`src/rtl/bw_io_ddr_pkg.sv`:
```
// Shared types and constants for the DDR byte-lane sequencer.
// Holds the write-path state encoding, burst beat counts and beat-counter width.
package bw_io_ddr_pkg;

    typedef enum logic [1:0] {
        WR_IDLE = 2'd0,
        WR_PRE  = 2'd1,
        WR_DATA = 2'd2,
        WR_POST = 2'd3
    } wr_state_e;

    localparam int unsigned BEATS_BL4  = 2;
    localparam int unsigned BEATS_BL8  = 4;
    localparam int unsigned BEAT_CNT_W = $clog2(BEATS_BL8);
    // Wide enough to hold the beat count itself (4), not just the index.
    localparam int unsigned BL_W       = BEAT_CNT_W + 1;

    // Beat count for the burst length requested at acceptance.
    function automatic logic [BL_W-1:0] burst_beats(input logic bl4);
        return bl4 ? BL_W'(BEATS_BL4) : BL_W'(BEATS_BL8);
    endfunction

endpackage

```
`src/rtl/bw_io_ddr_rd_fifo.sv`:
```
// Read capture FIFO, first-word-fall-through, with sticky overflow/underflow flags.
// Ports:
//   clk, rst_n       : clock, async active-low reset
//   push, wdata      : write request and payload
//   pop              : consume head (ignored when empty)
//   err_clr          : clear sticky flags (a new error in the same cycle wins)
//   valid, head      : registered not-empty flag and head entry (head holds when empty)
//   overflow         : sticky, set by push into a full FIFO without a pop
//   underflow        : sticky, set by pop while empty
module bw_io_ddr_rd_fifo
    import bw_io_ddr_pkg::*;
#(
    parameter int unsigned WIDTH = 8,
    parameter int unsigned DEPTH = 4
) (
    input  logic             clk,
    input  logic             rst_n,
    input  logic             push,
    input  logic [WIDTH-1:0] wdata,
    input  logic             pop,
    input  logic             err_clr,
    output logic             valid,
    output logic [WIDTH-1:0] head,
    output logic             overflow,
    output logic             underflow
);

    localparam int unsigned PTR_W = $clog2(DEPTH);
    localparam int unsigned CNT_W = PTR_W + 1;

    logic [WIDTH-1:0] mem [DEPTH];
    logic [PTR_W-1:0] wr_ptr_q, rd_ptr_q;
    logic [CNT_W-1:0] count_q, count_n;
    logic [WIDTH-1:0] head_n;
    logic             empty, full, pop_ok, push_ok, ovf_set, unf_set;

    assign empty   = (count_q == '0);
    assign full    = (count_q == CNT_W'(DEPTH));
    assign pop_ok  = pop && !empty;
    // A pop in the same cycle frees the slot, so a full FIFO still accepts.
    assign push_ok = push && (!full || pop_ok);
    assign ovf_set = push && full && !pop_ok;
    assign unf_set = pop && empty;

    assign count_n = count_q + CNT_W'(push_ok) - CNT_W'(pop_ok);

    // Next head: the following stored entry on pop, or the incoming word when
    // the FIFO is (or becomes) empty; otherwise hold.
    always_comb begin
        head_n = head;
        if (pop_ok && (count_q > CNT_W'(1))) begin
            head_n = mem[rd_ptr_q + PTR_W'(1)];
        end else if (push_ok && (empty || pop_ok)) begin
            head_n = wdata;
        end
    end

    // Storage array, no reset needed: contents are only observed via head.
    always_ff @(posedge clk) begin
        if (push_ok) begin
            mem[wr_ptr_q] <= wdata;
        end
    end

    // Pointers, count, head and sticky flags.
    always_ff @(posedge clk or negedge rst_n) begin
        if (!rst_n) begin
            wr_ptr_q  <= '0;
            rd_ptr_q  <= '0;
            count_q   <= '0;
            valid     <= 1'b0;
            head      <= '0;
            overflow  <= 1'b0;
            underflow <= 1'b0;
        end else begin
            if (push_ok) begin
                wr_ptr_q <= wr_ptr_q + PTR_W'(1);
            end
            if (pop_ok) begin
                rd_ptr_q <= rd_ptr_q + PTR_W'(1);
            end
            count_q   <= count_n;
            valid     <= (count_n != '0);
            head      <= head_n;
            overflow  <= ovf_set || (overflow && !err_clr);
            underflow <= unf_set || (underflow && !err_clr);
        end
    end

endmodule

```
`src/rtl/bw_io_ddr_lane_seq.sv`:
```
// DDR byte-lane sequencer: write-burst FSM driving DQ/DQS enables and DDR data
// registers, plus a read capture FIFO toward the core.
// Ports:
//   rclk, arst_l                      : lane clock, async active-low reset
//   burst_length_four                 : 1 = BL4 (2 beats), 0 = BL8 (4 beats)
//   dram_io_channel_disabled          : synchronous abort/hold of the write path
//   wr_start                          : write burst request
//   wr_busy                           : write FSM not idle
//   wr_data_rd                        : core presents beat data this cycle (combinational)
//   data_pos, data_neg                : beat data from core
//   dq_pos_out, dq_neg_out            : registered DDR data to DQ pads
//   dq_oe, dqs_oe, dqs_clk_en         : pad enables
//   rd_cap_valid, rd_cap_pos/neg      : pad-side read capture
//   rd_pop, rd_valid                  : FIFO consume / not-empty
//   io_dram_data_in, io_dram_data_in_hi : FIFO head rise/fall halves
//   err_clr, rd_overflow, rd_underflow: sticky FIFO error flags
module bw_io_ddr_lane_seq
    import bw_io_ddr_pkg::*;
#(
    parameter int unsigned DQ_W       = 4,
    parameter int unsigned FIFO_DEPTH = 4
) (
    input  logic            rclk,
    input  logic            arst_l,
    input  logic            burst_length_four,
    input  logic            dram_io_channel_disabled,
    input  logic            wr_start,
    output logic            wr_busy,
    output logic            wr_data_rd,
    input  logic [DQ_W-1:0] data_pos,
    input  logic [DQ_W-1:0] data_neg,
    output logic [DQ_W-1:0] dq_pos_out,
    output logic [DQ_W-1:0] dq_neg_out,
    output logic            dq_oe,
    output logic            dqs_oe,
    output logic            dqs_clk_en,
    input  logic            rd_cap_valid,
    input  logic [DQ_W-1:0] rd_cap_pos,
    input  logic [DQ_W-1:0] rd_cap_neg,
    input  logic            rd_pop,
    output logic            rd_valid,
    output logic [DQ_W-1:0] io_dram_data_in,
    output logic [DQ_W-1:0] io_dram_data_in_hi,
    input  logic            err_clr,
    output logic            rd_overflow,
    output logic            rd_underflow
);

    localparam int unsigned FIFO_W = 2 * DQ_W;

    wr_state_e              state_q, state_n;
    logic [BEAT_CNT_W-1:0]  beat_q, beat_n;
    logic [BL_W-1:0]        bl_q, bl_n;
    logic                   last_beat, start_ok, wr_data_rd_c;
    logic [FIFO_W-1:0]      fifo_head;

    assign start_ok  = wr_start && !dram_io_channel_disabled;
    assign last_beat = (BL_W'(beat_q) == (bl_q - BL_W'(1)));

    // Data is fetched one cycle ahead of the beat, so the seamless-restart
    // fetch depends on this cycle's wr_start and cannot be registered.
    assign wr_data_rd = wr_data_rd_c;

    // Write FSM next-state and data-fetch decode.
    always_comb begin
        state_n      = state_q;
        beat_n       = beat_q;
        bl_n         = bl_q;
        wr_data_rd_c = 1'b0;
        unique case (state_q)
            WR_IDLE: begin
                if (start_ok) begin
                    state_n = WR_PRE;
                    bl_n    = burst_beats(burst_length_four);
                end
            end
            WR_PRE: begin
                wr_data_rd_c = 1'b1;
                state_n      = WR_DATA;
                beat_n       = '0;
            end
            WR_DATA: begin
                if (!last_beat) begin
                    wr_data_rd_c = 1'b1;
                    beat_n       = beat_q + BEAT_CNT_W'(1);
                end else if (start_ok) begin
                    // Seamless back-to-back burst: no POST/PRE in between.
                    wr_data_rd_c = 1'b1;
                    bl_n         = burst_beats(burst_length_four);
                    beat_n       = '0;
                end else begin
                    state_n = WR_POST;
                end
            end
            WR_POST: begin
                state_n = WR_IDLE;
            end
            default: begin
                state_n = WR_IDLE;
            end
        endcase
        if (dram_io_channel_disabled) begin
            state_n = WR_IDLE;
        end
    end

    // State register and registered pad decodes (taken from next state so
    // they line up with the state they describe).
    always_ff @(posedge rclk or negedge arst_l) begin
        if (!arst_l) begin
            state_q    <= WR_IDLE;
            beat_q     <= '0;
            bl_q       <= '0;
            wr_busy    <= 1'b0;
            dq_oe      <= 1'b0;
            dqs_oe     <= 1'b0;
            dqs_clk_en <= 1'b0;
            dq_pos_out <= '0;
            dq_neg_out <= '0;
        end else begin
            state_q    <= state_n;
            beat_q     <= beat_n;
            bl_q       <= bl_n;
            wr_busy    <= (state_n != WR_IDLE);
            dq_oe      <= (state_n == WR_DATA);
            dqs_clk_en <= (state_n == WR_DATA);
            dqs_oe     <= (state_n != WR_IDLE);
            if (wr_data_rd_c) begin
                dq_pos_out <= data_pos;
                dq_neg_out <= data_neg;
            end
        end
    end

    // Read capture FIFO; rise sample in the upper half of each entry.
    bw_io_ddr_rd_fifo #(
        .WIDTH (FIFO_W),
        .DEPTH (FIFO_DEPTH)
    ) u_rd_fifo (
        .clk       (rclk),
        .rst_n     (arst_l),
        .push      (rd_cap_valid),
        .wdata     ({rd_cap_pos, rd_cap_neg}),
        .pop       (rd_pop),
        .err_clr   (err_clr),
        .valid     (rd_valid),
        .head      (fifo_head),
        .overflow  (rd_overflow),
        .underflow (rd_underflow)
    );

    assign io_dram_data_in    = fifo_head[FIFO_W-1:DQ_W];
    assign io_dram_data_in_hi = fifo_head[DQ_W-1:0];

endmodule
```
`config.mk`:
```
export PLATFORM = sky130hd
export DESIGN_NAME = bw_io_ddr_lane_seq
export DESIGN_NICKNAME = d
export VERILOG_FILES = /design/src/rtl/bw_io_ddr_pkg.sv /design/src/rtl/bw_io_ddr_rd_fifo.sv /design/src/rtl/bw_io_ddr_lane_seq.sv
export SDC_FILE = /design/constraint.sdc
export NUM_CORES = 1
export LEC_CHECK = 0
export CELL_PAD_IN_SITES_DETAIL_PLACEMENT = 1
export CELL_PAD_IN_SITES_GLOBAL_PLACEMENT = 1
export CORE_UTILIZATION = 30
export DETAILED_ROUTE_END_ITERATION = 12
export GPL_TIMING_DRIVEN = 0
export PLACE_DENSITY = 0.68
export SLEW_MARGIN = 15
export SYNTH_ARGS = -nofsm -noshare
export SYNTH_HDL_FRONTEND = slang
export SYNTH_SLANG_ARGS = --single-unit
```
`constraint.sdc`:
```
create_clock -name rclk -period 4.9 [get_ports rclk]
set_input_delay 0.735 -clock rclk [delete_from_list [all_inputs] [get_ports rclk]]
set_output_delay 0.735 -clock rclk [all_outputs]
set_load 0.01 [all_outputs]
```
Word-level counts from Yosys, hierarchy flattened. Memory sizes are Yosys's and may differ from the RTL's. Index checks and enable logic that the tools add are counted.

Register bits after elaboration: 35. Latch bits: 0. Bits in writable memories: 32. Bits in read-only memories: 0. Bits of input ports: 24. Output and inout port bits: 24. Logic and storage cells: 77. Memories kept: 1.

Add/subtract/negate cells: 6. $mul: 0. Div/mod/pow operators: 0. Order comparisons: 1. Equal/unequal tests: 8. Shift operators: 0. Mux-type cells: 19. Bitwise operators: 0. Reduce and logical (&&, ||, !) cells: 28.

Memory list: u_rd_fifo.mem (words 4, bits a word 8, rd ports 1, clocked after Yosys merged registers in 0, write ports 1, line bw_io_ddr_rd_fifo.sv:31) `logic [WIDTH-1:0] mem [DEPTH];`.

Operators by type and width (number): $mux 8 (2); $mux 2 (6); $logic_and 1x1->1 (10); $mux 3 (3); $pmux 2 s4 (1); $reduce_bool 2->1 (4); $add 2x1->2 const B (3); $eq 2x2->1 const B (3); $pmux 3 s2 (1); $logic_not 1->1 (5); $logic_or 1x1->1 (4); $mux 1 (4); $pmux 2 s2 (1); $reduce_and 2->1 (2); $add 3x1->3 (1); $eq 2x3->1 (1); $eq 3x3->1 const B (1); $gt 3x1->1 const B (1); $logic_not 3->1 (1); $ne 3x3->1 const B (1); $reduce_bool 3->1 (1); $sub 3x1->3 (1); $sub 3x1->3 const B (1); $eq 2x1->1 const B (1); 3 further kinds (3).

Logic depth before layout (Yosys ltp).
Depth in word-level cells: 8. Mapped depth: 9. Gate-level depth less buffers: 8.

Hierarchy. From an unflattened synthesis, not the netlist that was laid out.

Cells, all modules: 214. Area, all modules: 2985.4 µm².

Modules (own cells, without submodules): bw_io_ddr_rd_fifo (instances 1, cells an instance 139, area each 2159.6 µm², sequential area each 1411.4 µm²); bw_io_ddr_lane_seq (instances 1, cells an instance 75, area each 825.8 µm², sequential area each 400.4 µm²).

Worst setup path after synthesis. Ideal clock, no wire load.

Path kind: input-to-reg. Start: input rd_pop. End: register u_rd_fifo.valid. Library setup time: 0.131 ns. Data arrival time: 2.196 ns. Required time: 4.769 ns. Slack: 2.573 ns. Stages: 9. Buffers on the path: 2. Cells stage by stage: clkbuf_2 -> nor4_1 -> nor2b_1 -> buf_2 -> ha_1 -> inv_1 -> fa_1 -> inv_1 -> or3_1.

Word-level cells in the longest chain between the ends: 6.

RTL lines: from (decl) (line bw_io_ddr_lane_seq.sv:40) `input logic rd_pop,`; $logic_and 1x1->1 (line bw_io_ddr_rd_fifo.sv:39) `assign pop_ok = pop && !empty;`; $logic_or 1x1->1 (line bw_io_ddr_rd_fifo.sv:41) `assign push_ok = push && (!full || pop_ok);`; $logic_and 1x1->1 (line bw_io_ddr_rd_fifo.sv:41); via u_rd_fifo.push_ok (line bw_io_ddr_rd_fifo.sv:35) `logic empty, full, pop_ok, push_ok, ovf_set, unf_set;`; $add 3x1->3 (line bw_io_ddr_rd_fifo.sv:45) `assign count_n = count_q + CNT_W'(push_ok) - CNT_W'(pop_ok);`; $sub 3x1->3 (line bw_io_ddr_rd_fifo.sv:45); via u_rd_fifo.count_n[1] (line bw_io_ddr_rd_fifo.sv:33) `logic [CNT_W-1:0] count_q, count_n;`; $reduce_bool 3->1 (line bw_io_ddr_rd_fifo.sv:83) `valid <= (count_n != '0);`; to (signal assigned) (line bw_io_ddr_rd_fifo.sv:83); to (decl) (line bw_io_ddr_rd_fifo.sv:22) `output logic valid,`.

The timed path passes the listed nets, and every way through them passes these cells. A chain may end at the register's enable or synchronous reset.

Final worst setup path.
Start: input dram_io_channel_disabled. End: output wr_data_rd.

Word-level cells in the longest chain between the ends: 5.

RTL lines: from (decl) (line bw_io_ddr_lane_seq.sv:26) `input logic dram_io_channel_disabled,`; $logic_not 1->1 (line bw_io_ddr_lane_seq.sv:57) `assign start_ok = wr_start && !dram_io_channel_disabled;`; $logic_and 1x1->1 (line bw_io_ddr_lane_seq.sv:57); $mux 1 (line bw_io_ddr_lane_seq.sv:86) `end else if (start_ok) begin`; $mux 1 (line bw_io_ddr_lane_seq.sv:83) `if (!last_beat) begin`; $pmux 1 s2 (line bw_io_ddr_lane_seq.sv:70) `unique case (state_q)`; to (decl) (line bw_io_ddr_lane_seq.sv:29) `output logic wr_data_rd,`.

No other way between the ends.

==> flow_summary.json <==
{
  "cts_buffers": 9,
  "hpwl_mm": 3.936,
  "wl_mm": 5.622,
  "fin_crit_ns": 3.223,
  "post-route-period-util_pct": 65.78,
  "layout_common_cells": "clkdlybuf4s50_1 (45), dfrtp_1 (34), edfxtp_1 (32)",
  "ant_nets": 0,
  "drc": 0,
  "ir_drop_v": 0.0002422,
  "netlist_area_um2": 2850,
  "rsz0062_at_grt": "no",
  "critPathCaptureType": "output port",
  "grt_pass1_wl_mm": 9.370,
  "num_antenna_cells": 0,
  "wl_per_cell_um": 14.49,
  "initial_core_util_pct": 30.85,
  "setup_viol": 0,
  "dp_cells": 372,
  "core-area_um2": 9240,
  "syn_avg_cell_area_um2": 14.54,
  "clock_skew_ns": 0.009095,
  "num_rows": 35,
  "grtUsageTotal_pct": 12.90,
  "io_pins": 48,
  "clock_sinks": 66,
  "dieWidth_um": 99.47,
  "final_common_cell": "clkdlybuf4s50_1",
  "via_count": 1745,
  "hold_viol": 0,
  "synth_seq_area_share_pct": 63.56,
  "tightest_slew_ns": 0.6501,
  "cts-root-buf": "clkbuf_8",
  "arrival_ns": 2.49,
  "grt_pass1_vias": 1881,
  "grt_overflow": 0,
  "yosysWarnings": 0,
  "criticalPathCategory": "in -> out",
  "first_iter_violations": 50,
  "fin_nets": 290,
  "clk_pin_slew_ns": 0.08,
  "place_congestion": 0.7127,
  "antenna_found_initial": 0,
  "crit_path_start_kind": "primary input",
  "grt_start_max_net_pins": 29,
  "ctsHoldBuffers": 0,
  "synthDistinctLibCells": 35,
  "drt_pass1_iterations": 4,
  "synth_nets": 232,
  "relSlewSlack_pct": 56.65,
  "required_ns": 4.16,
  "viasPerCell": 4.497,
  "cts_tree": "yes",
  "postCtsResizedCells": 0,
  "fmax_mhz": 310.2,
  "worstHoldPathType": "in -> async",
  "area_delta_synth_final_pct": 30.20,
  "drive_gt1_share_pct": 17.76,
  "finalMaxSlewViolations": 0,
  "htree_levels": 3,
  "cpPeakStageDelay_ns": 0.62,
  "crit_path_cell_trace": "clkdlybuf4s50_1, nand2b_1, a31oi_4, clkdlybuf4s50_1",
  "clock_latency_ns": 0.34,
  "critical_path.top_delay_family": "buffers and inverters",
  "dieHeight_um": 99.47,
  "status": "finished clean",
  "power_density_nw_per_um2": 606.7,
  "crit_fanout": 9,
  "clk_path_buf_depth": 2,
  "synth_cells": 196,
  "stdcell_count": 388,
  "portBuffers": 46,
  "die-area_um2": 9894,
  "cp_common_cell": "clkdlybuf4s50_1",
  "p_leak_nw": 1.475,
  "crit_buf_inv": 2,
  "maxCapViolCount": 0,
  "timing.setup.tns_ns": 0,
  "cts_setup_buffers": 0,
  "slowest_stage": "clkdlybuf4s50_1",
  "ys_ff_latch": 66
}
per-stage QoR:
step,utilization [%],power [mW],cell area [um2],setup slack [ns],hold slack [ns]
after floorplan,-,1.413,2850,2.573,0.4394
final,40.16,2.252,3711,1.677,0.2274
after CTS,40.16,2.303,3711,1.639,0.2135
after global routing,40.16,2.427,3711,1.571,0.2134
after detailed placement,37.74,1.769,3487,1.638,0.5001
after global placement,37.58,1.740,3472,1.631,0.4899
final cells by class:
| type | instances | area [um2] |
|---|---|---|
| Inverter | 13 | 48.80 |
| Buffer | 7 | 38.79 |
| Sequential cell | 66 | 1812 |
| Fill cell | 988 | 5529 |
| Multi-Input combinational cell | 110 | 950.9 |
| Clock buffer | 9 | 123.9 |
| Timing Repair Buffer | 47 | 475.5 |
| Tap cell | 129 | 161.4 |
| Clock inverter | 7 | 100.1 |
path summary, 6_finish.rpt:
kind                                                startpoint                             to  slack, ns  depth (start not counted)
worst max-delay path                  dram_io_channel_disabled                     wr_data_rd       1.68                          4
max in group asynchronous                               arst_l          beat_q[1]$_DFFE_PN0P_       4.25                          2
worst min register to register       dq_neg_out[2]$_DFFE_PN0P_      dq_neg_out[2]$_DFFE_PN0P_       0.51                          1
worst max register to register  u_rd_fifo.count_q[2]$_DFF_PN0_      u_rd_fifo.valid$_DFF_PN0_       2.83                          9
worst min-delay path                                    arst_l  u_rd_fifo.head[4]$_DFFE_PN0P_       0.23                          1
min in group rclk                    dq_neg_out[2]$_DFFE_PN0P_      dq_neg_out[2]$_DFFE_PN0P_       0.51                          1
Yosys cell counts:
| master | n | area share [%] |
|---|---|---|
| a31oi_4 | 1 | 0.75 |
| a31oi_1 | 1 | 0.22 |
| nand4_1 | 1 | 0.22 |
| nor2b_1 | 3 | 0.66 |
| xnor2_1 | 3 | 0.92 |
| buf_2 | 3 | 0.53 |
| xor2_1 | 1 | 0.31 |
| mux2_2 | 10 | 4.0 |
| o21bai_1 | 1 | 0.26 |
| a21oi_1 | 5 | 0.88 |
| clkbuf_1 | 1 | 0.13 |
| or3b_4 | 1 | 0.40 |
| or3_1 | 2 | 0.44 |
| mux4_2 | 8 | 6.3 |
| nand2_1 | 15 | 2.0 |
| and3b_1 | 1 | 0.31 |
| nand3_1 | 2 | 0.35 |
| nor2_1 | 9 | 1.2 |
| nor3_1 | 1 | 0.18 |
| mux2i_1 | 11 | 3.9 |
| and2_1 | 4 | 0.88 |
| o21ai_0 | 12 | 2.1 |
| nand2b_1 | 1 | 0.22 |
| o21ai_2 | 1 | 0.31 |
| edfxtp_1 | 32 | 34 |
| nor4_1 | 1 | 0.22 |
| a22oi_1 | 1 | 0.26 |
| nand2_4 | 1 | 0.40 |
| clkbuf_2 | 1 | 0.18 |
| buf_4 | 2 | 0.53 |
| dfrtp_1 | 34 | 30 |
| ha_1 | 11 | 4.8 |
| fa_1 | 1 | 0.70 |
| inv_1 | 13 | 1.7 |
| nand3b_1 | 1 | 0.26 |
sequential cells by signal, indices dropped and copies added, names as in the netlist, 3 cells and up:
name               cells
u_rd_fifo.count_q      3
u_rd_fifo.mem         32
dq_neg_out             4
dq_pos_out             4
u_rd_fifo.head         8
routing by layer:
layer	up-vias	GRT usage (%)	routed length (um)
li1	811	-	-
met1	880	15.46	2427
met2	49	21.47	2882
met3	5	4.919	280
met4	0	4.072	31
met5	-	0	0
worst register-to-register path, stage by stage, from the launching register on:
cell and delay (ns):
dfrtp_1 0.40, inv_1 0.10, nor4_1 0.08, nor2b_1 0.12, buf_2 0.18, ha_1 0.16
inv_1 0.04, fa_1 0.48, inv_1 0.05, or3_1 0.34
cells by family (layout without fill, tap and decap cells):
group                      Yosys count  count (layout)  synth area share (%)
and+or+nand+nor                     43              43                 7.682
muxes                               29              29                 14.14
adders and majority gates           12              12                 5.531
AOI/OAI and AO/OA                   22              22                 4.785
buffers and inverters               20              83                 3.072
DFF                                 66              66                 63.56
xor gates and xnor gates             4               4                 1.229
power by group:
part           switching [mW]  total [mW]  internal (mW)
Clock                   0.224       0.514          0.291
Sequential             0.0993       0.878          0.778
Combinational           0.405       0.859          0.454
Total                   0.728        2.25           1.52
Note: power is estimated with default switching activity, not from simulation.
